### src/rtl/pwm_capture_pkg.sv
// rtl/pwm_capture_pkg.sv - shared PWM state encodings and default sizing
package pwm_capture_pkg;

   localparam int PWM_CNT_W   = 10;
   localparam int PWM_TIMEOUT = 1000;

   typedef enum logic [1:0] {
      ST_SYNC = 2'd0,
      ST_HIGH = 2'd1,
      ST_LOW  = 2'd2
   } pwm_state_e;

endpackage

### src/rtl/pwm_capture_sync_edge.sv
// rtl/pwm_capture_sync_edge.sv - two-flop synchronizer with history flop and edge detect
module sync_edge (
   input  logic clk,
   input  logic rst,
   input  logic d,
   output logic level,
   output logic rise,
   output logic fall
);

   logic s1_q, s2_q, s3_q;
   logic s1_d, s2_d, s3_d;

   always_comb begin
      s1_d = d;
      s2_d = s1_q;
      s3_d = s2_q;
   end

   always_ff @(posedge clk) begin
      if (rst) begin
         s1_q <= 1'b0;
         s2_q <= 1'b0;
         s3_q <= 1'b0;
      end else begin
         s1_q <= s1_d;
         s2_q <= s2_d;
         s3_q <= s3_d;
      end
   end

   // s3 only remembers the previous synchronized level for edge detection
   assign level = s2_q;
   assign rise  = s2_q & ~s3_q;
   assign fall  = ~s2_q & s3_q;

endmodule

### src/rtl/pwm_capture.sv
// rtl/pwm_capture.sv - PWM high-time/period measurement with stuck-input detection
module pwm_capture
   import pwm_capture_pkg::*;
#(
   parameter int CNT_W   = PWM_CNT_W,
   parameter int TIMEOUT = PWM_TIMEOUT
) (
   input  logic             clk,
   input  logic             rst,
   input  logic             pwm_in,
   output logic [CNT_W-1:0] high_time,
   output logic [CNT_W-1:0] period,
   output logic             valid,
   output logic             stuck_high,
   output logic             stuck_low
);

   localparam logic [CNT_W-1:0] TMO = CNT_W'(TIMEOUT);

   logic level, rise, fall;
   logic timeout;

   pwm_state_e       state_q, state_d;
   logic [CNT_W-1:0] cnt_q, cnt_d;
   logic [CNT_W-1:0] pend_q, pend_d;
   logic [CNT_W-1:0] high_q, high_d;
   logic [CNT_W-1:0] per_q, per_d;
   logic             valid_q, valid_d;
   logic             sh_q, sh_d;
   logic             sl_q, sl_d;

   sync_edge u_sync (
      .clk   (clk),
      .rst   (rst),
      .d     (pwm_in),
      .level (level),
      .rise  (rise),
      .fall  (fall)
   );

   always_comb begin
      state_d = state_q;
      cnt_d   = cnt_q;
      pend_d  = pend_q;
      high_d  = high_q;
      per_d   = per_q;
      valid_d = 1'b0;
      sh_d    = sh_q;
      sl_d    = sl_q;

      // an edge arriving on the saturation cycle beats the timeout
      timeout = (cnt_q == TMO) && !rise && !fall;

      if (rise) begin
         cnt_d = CNT_W'(1);
      end else if (cnt_q < TMO) begin
         cnt_d = cnt_q + 1'b1;
      end

      if (rise || fall) begin
         sh_d = 1'b0;
         sl_d = 1'b0;
      end else if (timeout) begin
         sh_d = level;
         sl_d = ~level;
      end

      if (timeout) begin
         state_d = ST_SYNC;
      end else begin
         case (state_q)
            ST_SYNC: begin
               if (rise) state_d = ST_HIGH;
            end
            ST_HIGH: begin
               if (fall) begin
                  state_d = ST_LOW;
                  pend_d  = cnt_q;
               end
            end
            ST_LOW: begin
               if (rise) begin
                  state_d = ST_HIGH;
                  // a period of exactly TIMEOUT is out of range and not reported
                  if (cnt_q < TMO) begin
                     valid_d = 1'b1;
                     per_d   = cnt_q;
                     high_d  = pend_q;
                  end
               end
            end
            default: state_d = ST_SYNC;
         endcase
      end
   end

   always_ff @(posedge clk) begin
      if (rst) begin
         state_q <= ST_SYNC;
         cnt_q   <= '0;
         pend_q  <= '0;
         high_q  <= '0;
         per_q   <= '0;
         valid_q <= 1'b0;
         sh_q    <= 1'b0;
         sl_q    <= 1'b0;
      end else begin
         state_q <= state_d;
         cnt_q   <= cnt_d;
         pend_q  <= pend_d;
         high_q  <= high_d;
         per_q   <= per_d;
         valid_q <= valid_d;
         sh_q    <= sh_d;
         sl_q    <= sl_d;
      end
   end

   assign high_time  = high_q;
   assign period     = per_q;
   assign valid      = valid_q;
   assign stuck_high = sh_q;
   assign stuck_low  = sl_q;

endmodule

### config.mk
export PLATFORM = sky130hd
export DESIGN_NAME = pwm_capture
export DESIGN_NICKNAME = d
export VERILOG_FILES = /design/src/rtl/pwm_capture_pkg.sv /design/src/rtl/pwm_capture_sync_edge.sv /design/src/rtl/pwm_capture.sv
export SDC_FILE = /design/constraint.sdc
export NUM_CORES = 1
export LEC_CHECK = 0
export CELL_PAD_IN_SITES_DETAIL_PLACEMENT = 1
export CELL_PAD_IN_SITES_GLOBAL_PLACEMENT = 1
export CORE_MARGIN = 3
export CORE_UTILIZATION = 40
export DETAILED_ROUTE_END_ITERATION = 8
export PLACE_DENSITY = 0.86
export SETUP_SLACK_MARGIN = 0.5
export SYNTH_ARGS = -nofsm -noshare
export SYNTH_HDL_FRONTEND = slang
export SYNTH_SLANG_ARGS = --single-unit
### constraint.sdc
create_clock -name clk -period 3.75 [get_ports clk]
set_clock_uncertainty 0.2 [all_clocks]
set_input_delay 0.9375 -clock clk [delete_from_list [all_inputs] [get_ports clk]]
set_output_delay 0.9375 -clock clk [all_outputs]
set_load 0.005 [all_outputs]
==> impl_summary.log, run 1 <==
[metrics] iteration-0 DRC count of the detailed router: between 80 and 90
[metrics] share of power burned in registers: approximately three fifths
[metrics] Core Area: about 4900 µm²
[metrics] sequential share of the synthesized area: a little under half
[metrics] largest vdd supply drop: 0.000155 V
[metrics] number of cells in the design after placement: just over 300
[metrics] Worst Hold Margin: 0.253 ns
[metrics] number of instances in the synthesized netlist: 229
[metrics] Worst R2R Setup Slack: around 1.6 ns
[metrics] cts hold-fix bufs: 0
[metrics] total CTS buffers: 5
[metrics] required time at the worst-slack endpoint: 3.78 ns
[metrics] f_max: 416 MHz
[metrics] chip width: 78.5 µm
[metrics] number of synthesized flops with an enable pin: 0
[metrics] setup repair after global routing missed its margin: false
[metrics] Root Buffer Master: sky130_fd_sc_hd__clkbuf_8
[metrics] global route overflow: 0
[metrics] worst-path fanout max: 10
[metrics] async set-or-reset flop fraction in the synthesized netlist: 0%
[metrics] Net Sw Frac: 23.2%
[metrics] count of vias placed by the detailed router: roughly 1,700
[metrics] outcome: finished, final reports clean
[metrics] fill cell instance count of the final layout: about 580
[metrics] TritonCTS clock tree: yes
[metrics] Setup-failing EPs final: 0
[metrics] path class of the lowest-slack min-delay path: flip-flop to flip-flop
[metrics] leading register cell type out of synthesis: sky130_fd_sc_hd__dfxtp_1
[metrics] count of synthesis-stage warnings from yosys: 0
[metrics] number of antenna violations at the first check in global routing: 0
[metrics] Synth Net Count: about 240
[metrics] final hold vios: 0
[metrics] total power density per cell area: ~360 nW/µm²
[metrics] floorplan die height: between 70 and 80 µm
[metrics] number of routed nets with antenna violations: 0
[metrics] transition time of the tightest slew-check pin: roughly 0.66 ns
[metrics] Row Count: 25
[metrics] data arrival time of the worst path: roughly 2.4 ns
[metrics] clock network fraction of total power: a little over a third
[metrics] syn avg cell area: a little over 9 µm²
[metrics] number of remaining DRC errors: 0
[metrics] share of cells above drive strength 1: under 10%
[metrics] accumulated negative setup slack: 0 ns
[metrics] area grow syn2layout: 16.7%
[metrics] Antenna Cells: 0
[metrics] starting utilization of the core area: a little over two fifths
[metrics] postcts setup bufs: 0
[metrics] flip-flop and latch count after synthesis: 48
[metrics] clk sinks: 48
[metrics] number of buffers added on ports: 25
[metrics] Net Sw Power: 205 µW
[metrics] global-route usage over all layers: 16.7%
[metrics] HPWL after detailed placement: between 3 and 4 mm
[metrics] filler-free cell count of the finished design: about 310
[metrics] overall routed net length: ~4.7 mm
[metrics] Avg Vias per Cell: 5.33
[metrics] kind of critical path: input pin to flip-flop
[metrics] last weighted congestion value of the routability-driven placer: 0.834
[metrics] portion of total power attributed to combinational logic: between 4 and 5%
[metrics] pins over their slew limit: 0
[metrics] leakage power figure: roughly 0.86 nW
[metrics] wire length of the first global-routing pass: just over 8 mm
[metrics] H-tree levels: 2
[metrics] post-synthesis cell area: about 2100 µm²
[metrics] number of global-route vias before repair: between 1,500 and 2,000
[metrics] worst relative slew slack: between 50% and 60%
[metrics] DIE AREA: between 6000 and 7000 µm²
[metrics] minimum clock period: between 2 and 2.5 ns
[metrics] unique cell type count in the Yosys netlist: 42
[metrics] post-CTS resize count: 0
[metrics] type of origin of the critical path: input pin
[metrics] fraction of the cycle the final worst path needs: roughly 64%
[metrics] number of maximum-capacitance violations: 0
[metrics] number of top-level design ports: 26
[metrics] nets@finish: 254
[metrics] maximum number of pins on one net before global-route repair: 37
[metrics] cell internal power dissipation: around 680 µW
[metrics] CTS Buffer Depth: 2
[metrics] clock-pin slew reported for the worst setup and hold paths after clock tree synthesis: roughly 0.090 ns
[metrics] worst-skew pair later-pin latency: ~0.3 ns
[metrics] post-detailed-route wirelength per cell: approximately 15 µm
[metrics] crit path capture type: flip-flop
[metrics] DR pass1 iterations: 4
==> flip-flops by register name, indices dropped and copies added (netlist names) <==
signal,count
state_q,2
stuck_high,1
u_sync.level,1
cnt_q,10
u_sync.s3_q,1
pend_q,10
high_time,10
valid,1
period,10
stuck_low,1
u_sync.s1_q,1
==> metal layers <==
layer	track usage (%)	share of wire, %
met1	21.4	47
met2	27.1	49
met3	4.93	3.1
met4	4.90	1.1
met5	0	0
==> final timing paths <==
kind	startpoint	depth (start not counted)	end
max	rst	4	cnt_q[4]
min	u_sync.s1_q	1	u_sync.level
max reg2reg	u_sync.level	5	high_time[3]
min reg2reg	u_sync.s1_q	1	u_sync.level
==> per-stage QoR <==
step / area [µm²] / power [mW] / setup slack, ns / util [%]
floorplan: 2100 / 0.561 / 1.69 / -
global placement: 2360 / 0.570 / 1.04 / 48.0
detailed placement: 2360 / 0.572 / 1.02 / 48.0
CTS: 2450 / 0.897 / 1.33 / 50.0
global route: 2450 / 0.924 / 1.20 / 50.0
finish: 2450 / 0.885 / 1.34 / 50.0
==> cell usage in the layout, fill, tap and decap left out, types with 2 or more instances in the layout <==
cell                              instances
sky130_fd_sc_hd__nand3b_1                 2
sky130_fd_sc_hd__a21oi_1                  3
sky130_fd_sc_hd__buf_4                    3
sky130_fd_sc_hd__ha_1                     5
sky130_fd_sc_hd__a211oi_1                 3
sky130_fd_sc_hd__nand3_1                  3
sky130_fd_sc_hd__a2111oi_0                2
sky130_fd_sc_hd__mux2i_1                 31
sky130_fd_sc_hd__o21ai_0                  6
sky130_fd_sc_hd__or3_1                    2
sky130_fd_sc_hd__inv_1                    8
sky130_fd_sc_hd__nor2b_1                  3
sky130_fd_sc_hd__nand4_1                  3
sky130_fd_sc_hd__dfxtp_1                 48
sky130_fd_sc_hd__a31oi_1                  5
sky130_fd_sc_hd__nor2_1                  17
sky130_fd_sc_hd__a311oi_1                 2
sky130_fd_sc_hd__nand2_1                 46
sky130_fd_sc_hd__clkdlybuf4s50_1         25
sky130_fd_sc_hd__clkbuf_8                 6
sky130_fd_sc_hd__nor3_1                   2
==> final cells by class <==
type,count,area (µm²),share of cell area [%]
sequential,48,961,39.1
tap,67,83.8,3.41
inverter,9,33.8,1.38
clock inverter,2,13.8,0.561
clock buffer,6,82.6,3.36
multi-input combinational,154,1010,41.0
timing repair buffer,28,273,11.1
==> Yosys cell counts (all sizes together) (2+ instances only) <==
cell type	instances	area share (%)
nor2	17	3.0
mux2i	31	15
a2111oi	2	0.83
nand2	46	8.2
a211oi	3	1.1
nor2b	3	0.89
a21oi	4	0.95
o21ai	6	1.4
nand4	3	0.89
nor4	2	1.3
buf	9	3.4
dfxtp	48	46
a31oi	5	1.5
nor3	2	0.48
inv	8	1.4
or3	3	0.95
nand3	3	0.71
nand3b	2	0.71
a311oi	2	0.83
clkbuf	9	1.6
ha	5	3.0
==> logic make-up (layout without fill, tap and decap cells) <==
family          after synthesis  count (layout)  synth area share (%)
compound gates               30              30                  10.1
simple gates                 88              88                  19.9
flops                        48              48                  45.7
mux                          31              31                  14.8
buf+inv                      27              45                  6.60
fa+ha+maj                     5               5                  2.97
==> critical path: stages <==
cell	delay, ns
sky130_fd_sc_hd__clkdlybuf4s50_1	0.58
sky130_fd_sc_hd__or2_2	0.45
sky130_fd_sc_hd__a2111o_1	0.39
sky130_fd_sc_hd__o21ai_0	0.07
==> power by group through the flow <==
stage | Clock [mW] | Sequential, mW | Combinational [mW]
floorplan | 0 | 0.528 | 0.0334
global route | 0.357 | 0.526 | 0.0415
global placement | 0 | 0.536 | 0.0345
CTS | 0.335 | 0.524 | 0.0370
finish | 0.324 | 0.524 | 0.0365
detailed placement | 0 | 0.536 | 0.0358
Power figures use the tool's default switching activity.
==> inputs of run 2 (changes only) <==
--- a/config.mk
+++ b/config.mk
@@ -8,9 +8,9 @@
 export CELL_PAD_IN_SITES_DETAIL_PLACEMENT = 1
 export CELL_PAD_IN_SITES_GLOBAL_PLACEMENT = 1
 export CORE_MARGIN = 3
-export CORE_UTILIZATION = 40
+export CORE_UTILIZATION = 38
 export DETAILED_ROUTE_END_ITERATION = 8
-export PLACE_DENSITY = 0.86
+export PLACE_DENSITY = 0.85
 export SETUP_SLACK_MARGIN = 0.5
 export SYNTH_ARGS = -nofsm -noshare
 export SYNTH_HDL_FRONTEND = slang
==> constraint.sdc (replaced) <==
create_clock -name clk -period 2.1 [get_ports clk]
set_clock_uncertainty 0.2 [all_clocks]
set_input_delay 0.525 -clock clk [delete_from_list [all_inputs] [get_ports clk]]
set_output_delay 0.525 -clock clk [all_outputs]
set_load 0.005 [all_outputs]
==> impl_summary.log, run 2 (same netlist as run 1, synthesis figures left out) <==
[metrics] outcome: finished, final reports clean
[metrics] total power density per cell area: 566 nW/µm² (+57%)
[metrics] WHS Path Cells: 1 (unchanged)
[metrics] floorplan die height: 80.4 µm (+2.4%)
[metrics] clock network fraction of total power: 39.0% (+2.4 points)
[metrics] worst slack at placement: 0.0677 ns (-0.954 ns)
[metrics] path class of the lowest-slack min-delay path: flip-flop to flip-flop
[metrics] crit path capture type: flip-flop
[metrics] accumulated negative setup slack: 0 ns (unchanged)
[metrics] leakage power figure: 1.15 nW (+34%)
[metrics] commonest cells after routing, fill and taps aside: sky130_fd_sc_hd__nand2_1 (45), sky130_fd_sc_hd__mux2i_1 (30), sky130_fd_sc_hd__dfxtp_2 (27)
[metrics] cell internal power dissipation: 1.32 mW (+95%)
[metrics] DIE AREA: 6460 µm² (+4.8%)
[metrics] required time at the worst-slack endpoint: 2.13 ns (-1.65 ns)
[metrics] share of cells above drive strength 1: 38.1% (+31 points)
[metrics] HPWL after detailed placement: 3.44 mm (+3.7%)
[metrics] Core Area: 5240 µm² (+6.6%)
[metrics] worst flop-to-flop path endpoint: stuck_high
[metrics] type of origin of the critical path: flip-flop
[metrics] Worst R2R Setup Slack: 0.14 ns (-1.45 ns)
[metrics] chip width: 80.4 µm (+2.4%)
[metrics] post-detailed-route wirelength per cell: 18.3 µm (+23%)
[metrics] worst path cell trace: inv_4 > ha_4 > or4b_4 > nor4_4 > buf_4 > mux2i_1
[metrics] clock-pin slew reported for the worst setup and hold paths after clock tree synthesis: 0.09 ns (about the same)
[metrics] master of the slowest instance on the critical path: sky130_fd_sc_hd__or4b_4
[metrics] number of top-level design ports: 26 (unchanged)
[metrics] largest vdd supply drop: 0.000327 V (+110%)
[metrics] CTS Buffer Depth: 2 (unchanged)
[metrics] data arrival time of the worst path: 1.99 ns (-0.45 ns)
[metrics] Net Sw Frac: 23.1% (-0.11 points)
[metrics] maximum number of pins on one net before global-route repair: 37 (unchanged)
[metrics] portion of total power attributed to combinational logic: 7.4% (+3.3 points)
[metrics] worst-path fanout max: 4 (-6)
[metrics] hold endpoint: u_sync.level
[metrics] H-tree levels: 2 (unchanged)
[metrics] fraction of the cycle the final worst path needs: 93.1%
[metrics] nets@finish: 288 (+13%)
[metrics] critical path startpoint: u_sync.s3_q
[metrics] setup repair after global routing missed its margin: true
[metrics] starting utilization of the core area: 40.2% (-2.7 points)
[metrics] pins over their slew limit: 0 (unchanged)
[metrics] Hold Startpoint: u_sync.s1_q
[metrics] total CTS buffers: 5 (unchanged)
[metrics] number of global-route vias before repair: 1,951 (+18%)
[metrics] count of vias placed by the detailed router: 1,887 (+13%)
[metrics] iteration-0 DRC count of the detailed router: 94 (+9.3%)
[metrics] kind of critical path: flip-flop to flip-flop
[metrics] area grow syn2layout: 44.6%
[metrics] Antenna Cells: 0 (unchanged)
[metrics] global route overflow: 0 (unchanged)
[metrics] number of buffers added on ports: 25 (unchanged)
[metrics] overall routed net length: 6.43 mm (+38%)
[metrics] most frequent standard cell in the layout excluding fill and tap cells: sky130_fd_sc_hd__nand2_1
[metrics] share of power burned in registers: 53.7% (-5.6 points)
[metrics] transition time of the tightest slew-check pin: 0.423 ns (-0.240 ns)
[metrics] wire length of the first global-routing pass: 9.95 mm (+21%)
[metrics] DR pass1 iterations: 4 (unchanged)
[metrics] number of remaining DRC errors: 0 (unchanged)
[metrics] Root Buffer Master: sky130_fd_sc_hd__clkbuf_8
[metrics] f_max: about 510 MHz
[metrics] logic depth of the worst register-to-register path: 6 (+1)
[metrics] largest stage delay on the critical path: 0.53 ns (-0.05 ns)
[metrics] clk sinks: 48 (unchanged)
[metrics] cts hold-fix bufs: 0 (unchanged)
[metrics] setup slack after layout: 0.144 ns (-1.20 ns)
[metrics] number of maximum-capacitance violations: 0 (unchanged)
[metrics] Avg Vias per Cell: 5.38 (+0.84%)
[metrics] Worst R2R Start: u_sync.s3_q
[metrics] Setup-failing EPs final: 0 (unchanged)
[metrics] Row Count: 26 (+4.0%)
[metrics] final hold vios: 0 (unchanged)
[metrics] number of antenna violations at the first check in global routing: 0 (unchanged)
[metrics] global-route usage over all layers: 20.5% (+3.8 points)
[metrics] worst relative slew slack: 71.5% (+16 points)
[metrics] minimum clock period: 1.96 ns
[metrics] last weighted congestion value of the routability-driven placer: 0.823 (-1.3%)
[metrics] TritonCTS clock tree: yes
[metrics] number of routed nets with antenna violations: 0 (unchanged)
[metrics] Net Sw Power: 398 µW (+94%)
[metrics] worst-skew pair later-pin latency: 0.31 ns (about the same)
[run 2: how the worst max path moves through the flow]
stage	cells after the start	slack [ns]	end
global route	6	0.09	stuck_high
CTS	5	0.19	stuck_high
detailed placement	5	0.07	stuck_high
global placement	4	0.1	cnt_q[2]
finish	6	0.14	stuck_high
floorplan	6	0.21	stuck_high
[run 2: power groups by stage]
stage / clock network (mW) / registers (mW) / logic, mW
6_report: 0.671 / 0.923 / 0.127
5_1_grt: 0.724 / 0.925 / 0.137
4_1_cts: 0.678 / 0.923 / 0.102
3_5_place_dp: 0 / 0.945 / 0.0916
3_3_place_gp: 0 / 0.945 / 0.0880
2_1_floorplan: 0 / 0.944 / 0.0625
[run 2: critical path: cells and delay by family (launching register included)]
family,cells,cell delay [ns]
mux,1,0.18
buf+inv,2,0.22
flops,1,0.39
fa+ha+maj,1,0.15
simple gates,2,0.74
[run 2: final cells by class]
type                            instances  area, µm²
Tap cell                               70       87.6
Clock inverter                          2       35.0
Fill cell                             572       2200
Timing Repair Buffer                   62        613
Sequential cell                        48       1010
Inverter                                9       38.8
Clock buffer                            6       72.6
Multi-Input combinational cell        154       1190
[run 2: timing repair]
action                     4_1_cts  5_1_grt
setup buffers                   15        8
gates resized for setup         95       39
gates cloned                     1        0
setup endpoints to repair       55       48
pin swaps                        7        8
[run 2: metrics by stage]
| stage | power [mW] | area (µm²) | hold slack (ns) | std cells | utilization (%) |
|---|---|---|---|---|---|
| floorplan | 1.01 | 2130 | 0.214 | 229 | - |
| global placement | 1.03 | 2480 | 0.224 | 319 | 47.3 |
| detailed placement | 1.04 | 2480 | 0.238 | 319 | 47.3 |
| CTS | 1.70 | 2870 | 0.253 | 343 | 54.8 |
| global route | 1.79 | 3040 | 0.259 | 351 | 58.1 |
| finish | 1.72 | 3040 | 0.245 | 351 | 58.1 |
[run 2: layer usage]
layer | global-route usage (%) | vias to the layer above | routed length, µm
met5 | 0 | - | 0
met1 | 24.1 | 920 | 2520
met4 | 9.12 | 0 | 150
met3 | 4.04 | 16 | 322
met2 | 35.7 | 61 | 3440
li1 | - | 890 | -
==> inputs of run 3 (changes only) <==
--- a/config.mk
+++ b/config.mk
@@ -5,6 +5,7 @@
 export SDC_FILE = /design/constraint.sdc
 export NUM_CORES = 1
 export LEC_CHECK = 0
+export CAP_MARGIN = 15
 export CELL_PAD_IN_SITES_DETAIL_PLACEMENT = 1
 export CELL_PAD_IN_SITES_GLOBAL_PLACEMENT = 1
 export CORE_MARGIN = 3
==> results of run 3 <==
Final layout, timing and power as in run 2 (identical DEF).
